File: config.mk
export PLATFORM = sky130hd
export DESIGN_NAME = tx_frame_arbiter
export DESIGN_NICKNAME = d
export VERILOG_FILES = /design/src/rtl/tx_frame_arbiter.sv
export SDC_FILE = /design/constraint.sdc
export NUM_CORES = 1
export LEC_CHECK = 0
export ABC_AREA = 0
export CAP_MARGIN = 20
export CORE_AREA = 10 10 71 73
export CTS_CLUSTER_DIAMETER = 40
export DETAILED_ROUTE_END_ITERATION = 16
export DIE_AREA = 0 0 81 83
export GPL_TIMING_DRIVEN = 0
export PLACE_DENSITY = 0.81
export SETUP_SLACK_MARGIN = 0.02
export SKIP_CTS_REPAIR_TIMING = 1
export SYNTH_ARGS = -nofsm -noshare
export SYNTH_HDL_FRONTEND = slang
export SYNTH_SLANG_ARGS = --single-unit
export TNS_END_PERCENT = 30
File: constraint.sdc
create_clock -name clock -period 3.7 [get_ports clock]
set_input_delay 0.37 -clock clock [delete_from_list [all_inputs] [get_ports clock]]
set_output_delay 0.37 -clock clock [all_outputs]
set_load 0.05 [all_outputs]
File: src/rtl/tx_frame_arbiter.sv
// Round-robin owner of the shared serial byte transmitter (load/send/tx_end).
// Optional WAIT_END abort counter: define TX_FRAME_ARBITER_TIMEOUT_EN.
module tx_frame_arbiter #(
  parameter int NREQ    = 4,
  parameter int TIMEOUT = 2047
) (
  input  logic              clock,
  input  logic              reset,
  input  logic [NREQ-1:0]   req,
  input  logic [8*NREQ-1:0] req_data,
  input  logic              dsr,
  input  logic              tx_end,
  output logic              tx_load,
  output logic [7:0]        tx_data,
  output logic              tx_send,
  output logic              busy,
  output logic [2:0]        cur_id,
  output logic [NREQ-1:0]   done,
  output logic [NREQ-1:0]   err
);

  typedef enum logic [2:0] {
    IDLE, LOAD, WAIT_DSR, SEND, WAIT_END, DONE
  } state_t;

  state_t          state, state_n;
  logic [2:0]      ptr, ptr_n;
  logic [2:0]      cur_n, pick;
  logic [3:0]      idx;
  logic            found;
  logic [7:0]      data_n;
  logic            load_n, send_n;
  logic [NREQ-1:0] done_n, err_n;
  logic [7:0]      req_pad;
  logic [63:0]     data_pad;
  logic [7:0]      id_hot;

  assign req_pad  = 8'(req);
  assign data_pad = 64'(req_data);
  assign id_hot   = 8'b1 << cur_id;

`ifdef TX_FRAME_ARBITER_TIMEOUT_EN
  localparam logic [10:0] TMO_LAST = 11'(TIMEOUT - 1);
  logic [10:0] cnt, cnt_n;
`else
  logic unused_timeout;
  assign unused_timeout = ^TIMEOUT;
`endif

  // first requester at or after ptr, wrapping modulo NREQ
  always_comb begin
    found = 1'b0;
    pick  = ptr;
    idx   = '0;
    for (int i = 0; i < NREQ; i++) begin
      idx = {1'b0, ptr} + 4'(i);
      if (idx >= 4'(NREQ))
        idx = idx - 4'(NREQ);
      if (!found && req_pad[idx[2:0]]) begin
        found = 1'b1;
        pick  = idx[2:0];
      end
    end
  end

  always_comb begin
    state_n = state;
    ptr_n   = ptr;
    cur_n   = cur_id;
    data_n  = tx_data;
    load_n  = 1'b0;
    send_n  = 1'b0;
    done_n  = '0;
    err_n   = '0;
`ifdef TX_FRAME_ARBITER_TIMEOUT_EN
    cnt_n   = cnt;
`endif
    case (state)
      IDLE: begin
        if (found) begin
          cur_n   = pick;
          data_n  = data_pad[{pick, 3'b000} +: 8];
          load_n  = 1'b1;
          state_n = LOAD;
        end
      end
      LOAD, WAIT_DSR: begin
        if (dsr) begin
          send_n  = 1'b1;
          state_n = SEND;
        end else begin
          state_n = WAIT_DSR;
        end
      end
      SEND: begin
        state_n = WAIT_END;
`ifdef TX_FRAME_ARBITER_TIMEOUT_EN
        cnt_n   = '0;
`endif
      end
      WAIT_END: begin
        // tx_end on the expiry cycle still counts as a clean finish
        if (tx_end) begin
          done_n  = id_hot[NREQ-1:0];
          state_n = DONE;
        end
`ifdef TX_FRAME_ARBITER_TIMEOUT_EN
        else if (cnt == TMO_LAST) begin
          err_n   = id_hot[NREQ-1:0];
          state_n = DONE;
        end else begin
          cnt_n = cnt + 11'd1;
        end
`endif
      end
      DONE: begin
        ptr_n   = (cur_id == 3'(NREQ - 1)) ? 3'd0 : cur_id + 3'd1;
        state_n = IDLE;
      end
      default: state_n = IDLE;
    endcase
  end

  always_ff @(posedge clock) begin
    if (reset) begin
      state   <= IDLE;
      ptr     <= '0;
      cur_id  <= '0;
      tx_data <= '0;
      tx_load <= 1'b0;
      tx_send <= 1'b0;
      busy    <= 1'b0;
      done    <= '0;
      err     <= '0;
`ifdef TX_FRAME_ARBITER_TIMEOUT_EN
      cnt     <= '0;
`endif
    end else begin
      state   <= state_n;
      ptr     <= ptr_n;
      cur_id  <= cur_n;
      tx_data <= data_n;
      tx_load <= load_n;
      tx_send <= send_n;
      busy    <= (state_n != IDLE);
      done    <= done_n;
      err     <= err_n;
`ifdef TX_FRAME_ARBITER_TIMEOUT_EN
      cnt     <= cnt_n;
`endif
    end
  end

endmodule
Word-level counts from Yosys, hierarchy flattened
Index checks and enable logic that the tools add are counted.
W data, S select, Z words.
Storage, ports and cells
  flip-flop bits (word level): 24
  input bits: 40
  output and inout bits: 22
  logic and storage cells: 76
Operators by class
  add/subtract/negate cells: 8
  magnitude comparators: 8
  equality and inequality tests: 6
  shift operators: 2
  muxes and demuxes: 27
  bitwise gates (word level): 4
  reduce and logical (&&, ||, !) cells: 13
Operators by type and width (number)
  $shiftx A64 B7 Y8: 1
  $mux W3: 11
  $lt A3 B4 Y1 const B: 4
  $bmux W1 S3: 4
  $ge A4 B3 Y1 const B: 3
  $pmux W3 S4: 1
  $sub A3 B3 Y3 const B: 4
  $mux W1: 11
  $eq A3 B2 Y1 const B: 3
  $add A3 B2 Y4 const B: 2
  $eq A3 B3 Y1 const B: 2
  $reduce_or A2 Y1: 3
  $add A3 B1 Y4 const B: 1
  $not A1 Y1: 4
  $shl A1 B3 Y4 const A: 1
  $add A3 B1 Y3 const B: 1
  $eq A3 B1 Y1 const B: 1
  $ge A3 B3 Y1 const B: 1
  $logic_and A1 B1 Y1: 3
  $logic_not A1 Y1: 3
  $logic_not A3 Y1: 1
  $reduce_bool A3 Y1: 1
  $reduce_or A3 Y1: 1
  $reduce_and A2 Y1: 1

Logic depth before layout (Yosys ltp)
  word-level depth: 17
  gate-level depth with buffers: 13
  depth with buffers taken out: 8

Worst setup path before layout
OpenSTA, ideal clock, no wires.
  path type: reg-to-reg
  from: register ptr[0]
  to: register tx_data[0]
  data arrival time: 2.549 ns
  data required time: 3.572 ns
  setup slack: 1.024 ns
  cell stages (with the launch flop): 14
  buffers on the path: 5
  period minus slack after synthesis: 2.676 ns
  path through: dfxtp_1 > buf_6 > buf_6 > clkinv_2 > ha_1 > buf_2 > mux4_2 > nand2_1 > nand2_1 > o2111ai_1 > buf_6 > buf_12 > mux2i_1 > o221ai_2
On the way
  word-level cells in the longest chain between the ends: 15
Ends and longest elaborated chain
  from (decl): RTL line 27  | logic [2:0] ptr, ptr_n;
  from (signal assigned): RTL line 140  | ptr <= ptr_n;
  branches (longest 15 deep; another with $add A3 B1 Y4)
  to (signal assigned): RTL line 142  | tx_data <= data_n;
  to (decl): RTL line 14  | output logic [7:0] tx_data,
Several ways; the timed one is not identified. The select of a mux whose other input is x is not followed.
A chain may end at the register's enable or synchronous reset.

Worst setup path after layout
  from: register ptr[0]
  to: register tx_data[7]
The elaborated chain is that of the path after synthesis.

==> flow_metrics.py <==
metrics = {
    "critical_path": {
        "crit_family": "buffers and inverters",
        "reg2reg_to": "tx_data[7]",
        "crit_path_end_kind": "flop",
        "worst-setup-path-type": "flop to flop",
        "slowest_delay_ns": 0.54,
        "crit_required_ns": 3.85,
        "slowest_stage": "mux4_2",
        "r2r_cells": 13,
        "reg2reg_slack_ns": 0.71,
        "worst_setup_path_start_kind": "flop",
        "cp_cell_sequence": "buf_6 > buf_6 > clkinv_2 > ha_1 > buf_2 > mux4_2 > nand2_1 > nand2_1 > o2111ai_1 > buf_6 > buf_12 > mux2i_1 > o221ai_2",
        "cp_common_cell": "buf_6",
        "cp_max_fo": 10,
        "crit_start": "ptr[0]",
        "cp.arrival_ns": 3.14,
        "regToRegStartpoint": "ptr[0]",
        "cp_num_buf_inv": 6,
    },
    "timing": {
        "worst_pin_slew_ns": 0.529,
        "finalSetupTns_ns": 0,
        "hold_slack_ns": 0.469,
        "clock_skew_ns": 0.00260,
        "post-route-min-period_ns": 2.99,
        "fin_crit_sh": 0.807,
        "maxSlewViolCount": 0,
        "timing.fmax_mhz": 335,
        "slew_headroom": 0.646,
        "rsz0062_at_grt": "no",
        "setup_viol": 0,
        "hold_viol": 0,
    },
    "global_route": {
        "grt_start_max_net_pins": 15,
        "antenna_found_initial": 0,
        "grt_pass1_vias": 1389,
        "grt_overflow_total": 0,
        "grt_pass1_wl_um": 6830,
        "grt_use_total": 0.122,
    },
    "hold_path": {
        "min_to": "tx_data[1]",
        "hold_class": "flop to flop",
        "whs_path_depth": 2,
        "min-delay-start": "tx_data[1]",
    },
    "floorplan": {
        "initial_utilization": 0.416,
        "die_area_sq_mm": 0.00672,
        "core-area_sq_mm": 0.00363,
        "dieWidth_um": 81,
        "rows": 22,
        "die_h_um": 83,
        "io_pins": 62,
    },
    "synthesis": {
        "syn_inst": 158,
        "synth-seq-cells": 24,
        "syn_area_sq_mm": 0.00151,
        "yosysSeqAreaShare": 0.318,
        "avgSynthCellArea_sq_um": 9.57,
        "yosysUniqueCellTypes": 46,
        "ys_warn_count": 0,
        "synth_edf_count": 0,
        "synthArstFlopShare": 0,
        "ys.flop_type": "dfxtp_1",
    },
    "routing": {
        "routed_wl_um": 4130,
        "routed_via_density": 5.11,
        "drtPass1Iterations": 4,
        "drc": 0,
        "drt_iter0_drc": 47,
        "vias": 1379,
        "ant_nets": 0,
        "wl_per_cell_um": 15.3,
    },
    "cts": {
        "insertion_delay_ns": 0.27,
        "clk_path_buf_depth": 2,
        "h-tree-depth": 1,
        "numCtsBuffers": 3,
        "cts_tree": "done",
        "clock_sinks": 24,
        "clk_pin_slew_ns": 0.08,
        "cts_root_buf": "clkbuf_8",
    },
    "power": {
        "power.leakage_uw": 0.000888,
        "peakVddDrop_uv": 276,
        "powerDensity_mw_per_mm2": 551,
    },
    "final_layout": {
        "area_delta_synth_final_pct": 47.1,
        "diodes": 0,
        "layout_commonest_cell": "clkdlybuf4s50_1",
        "final_layout_size_suffix_gt1_frac": 0.158,
        "layout_common_cells": "clkdlybuf4s50_1 (57), dfxtp_1 (24), mux2i_1 (23), nand2_1 (16), nor2_1 (12)",
        "fin_nets": 266,
    },
    "placement": {
        "hpwl_um": 3360,
        "port_buffers": 57,
        "gp_congestion": 0.894,
    },
    "run": {
        "drv_cap": 0,
    },
    "status": {
        "status": "complete, no violations",
    },
}
[worst reg2reg max path, cell delays in order (launching register included)]
cell and delay (ns):
dfxtp_1 0.36, buf_6 0.13, buf_6 0.14, clkinv_2 0.08
ha_1 0.28, buf_2 0.21, mux4_2 0.54, nand2_1 0.11
nand2_1 0.06, o2111ai_1 0.23, buf_6 0.20, buf_12 0.16
mux2i_1 0.26, o221ai_2 0.13
[through the flow]
stage                     setup WS (ns)  area, sq um   util  std cells  total power (uW)
after floorplan                    1.02         1520      -        161               808
after global placement            0.771         2150  0.593        266              1000
after detailed placement          0.722         2150  0.593        266              1010
after CTS                         0.696         2230  0.613        270              1240
after global routing              0.521         2230  0.613        270              1300
final                             0.715         2230  0.613        270              1230
[state kept, by name (all words and copies together), names as in the netlist]
register / cells
ptr: 3
done: 4
state: 3
tx_load: 1
tx_data: 8
cur_id: 3
tx_send: 1
busy: 1
[how the worst max path moves through the flow]
| stage | endpoint | slack [ns] | cells after the start |
|---|---|---|---|
| final | tx_data[7] | 0.71 | 13 |
| after global routing | tx_data[7] | 0.52 | 13 |
| after CTS | tx_data[7] | 0.70 | 13 |
| after detailed placement | tx_data[7] | 0.72 | 13 |
| after global placement | tx_data[7] | 0.77 | 13 |
| after floorplan | tx_data[0] | 1.02 | 13 |
[logic make-up (layout without fill, tap and decap cells)]
| kind of cell | after synthesis | count (layout) | synth area share |
|---|---|---|---|
| AND/OR/NAND/NOR | 56 | 56 | 0.185 |
| adder cells (fa/ha/maj) | 3 | 3 | 0.0248 |
| multiplexers | 27 | 27 | 0.197 |
| flip-flops | 24 | 24 | 0.318 |
| XOR/XNOR | 1 | 1 | 0.00579 |
| buffers and inverters | 18 | 79 | 0.0943 |
| other | 1 | 4 | 0.00248 |
| AO/OA/AOI/OAI | 28 | 28 | 0.173 |
[power breakdown]
part | total (uW) | internal [uW] | switching, uW
registers | 368 | 322 | 45.2
logic | 632 | 257 | 375
clock network | 228 | 145 | 82.9
[cell usage after synthesis, types with 2 or more instances]
library cell	instances	area share
clkbuf_1	2	0.0050
mux2_2	2	0.015
ha_1	3	0.025
and2_1	3	0.012
nand3_1	2	0.0066
nor2_1	12	0.030
mux2i_1	23	0.15
inv_1	3	0.0074
nor3_1	6	0.020
a21oi_1	7	0.023
dfxtp_1	24	0.32
nand4_1	2	0.0083
o221ai_2	8	0.079
nand2_1	16	0.040
o21ai_0	3	0.0099
nor2b_1	3	0.012
mux4_2	2	0.030
buf_4	5	0.025
buf_6	5	0.037
[per-layer routing]
layer  routed length (um)  vias up  GRT usage
met4                   24        0     0.0282
met3                  373        4     0.0345
li1                     -      695          -
met5                    0        -          0
met1                 1910      623      0.157
met2                 1820       57      0.193
[final cells by class]
class	count	area [sq um]
flip-flops and latches	24	480
inverters	4	16.3
fillers	304	1410
plain buffers	14	126
multi-input cells	119	901
clock buffers	3	41.3
clock inverters	1	30.0
repair buffers	57	571
well taps	48	60.1
(Power assumes the default switching activity.)
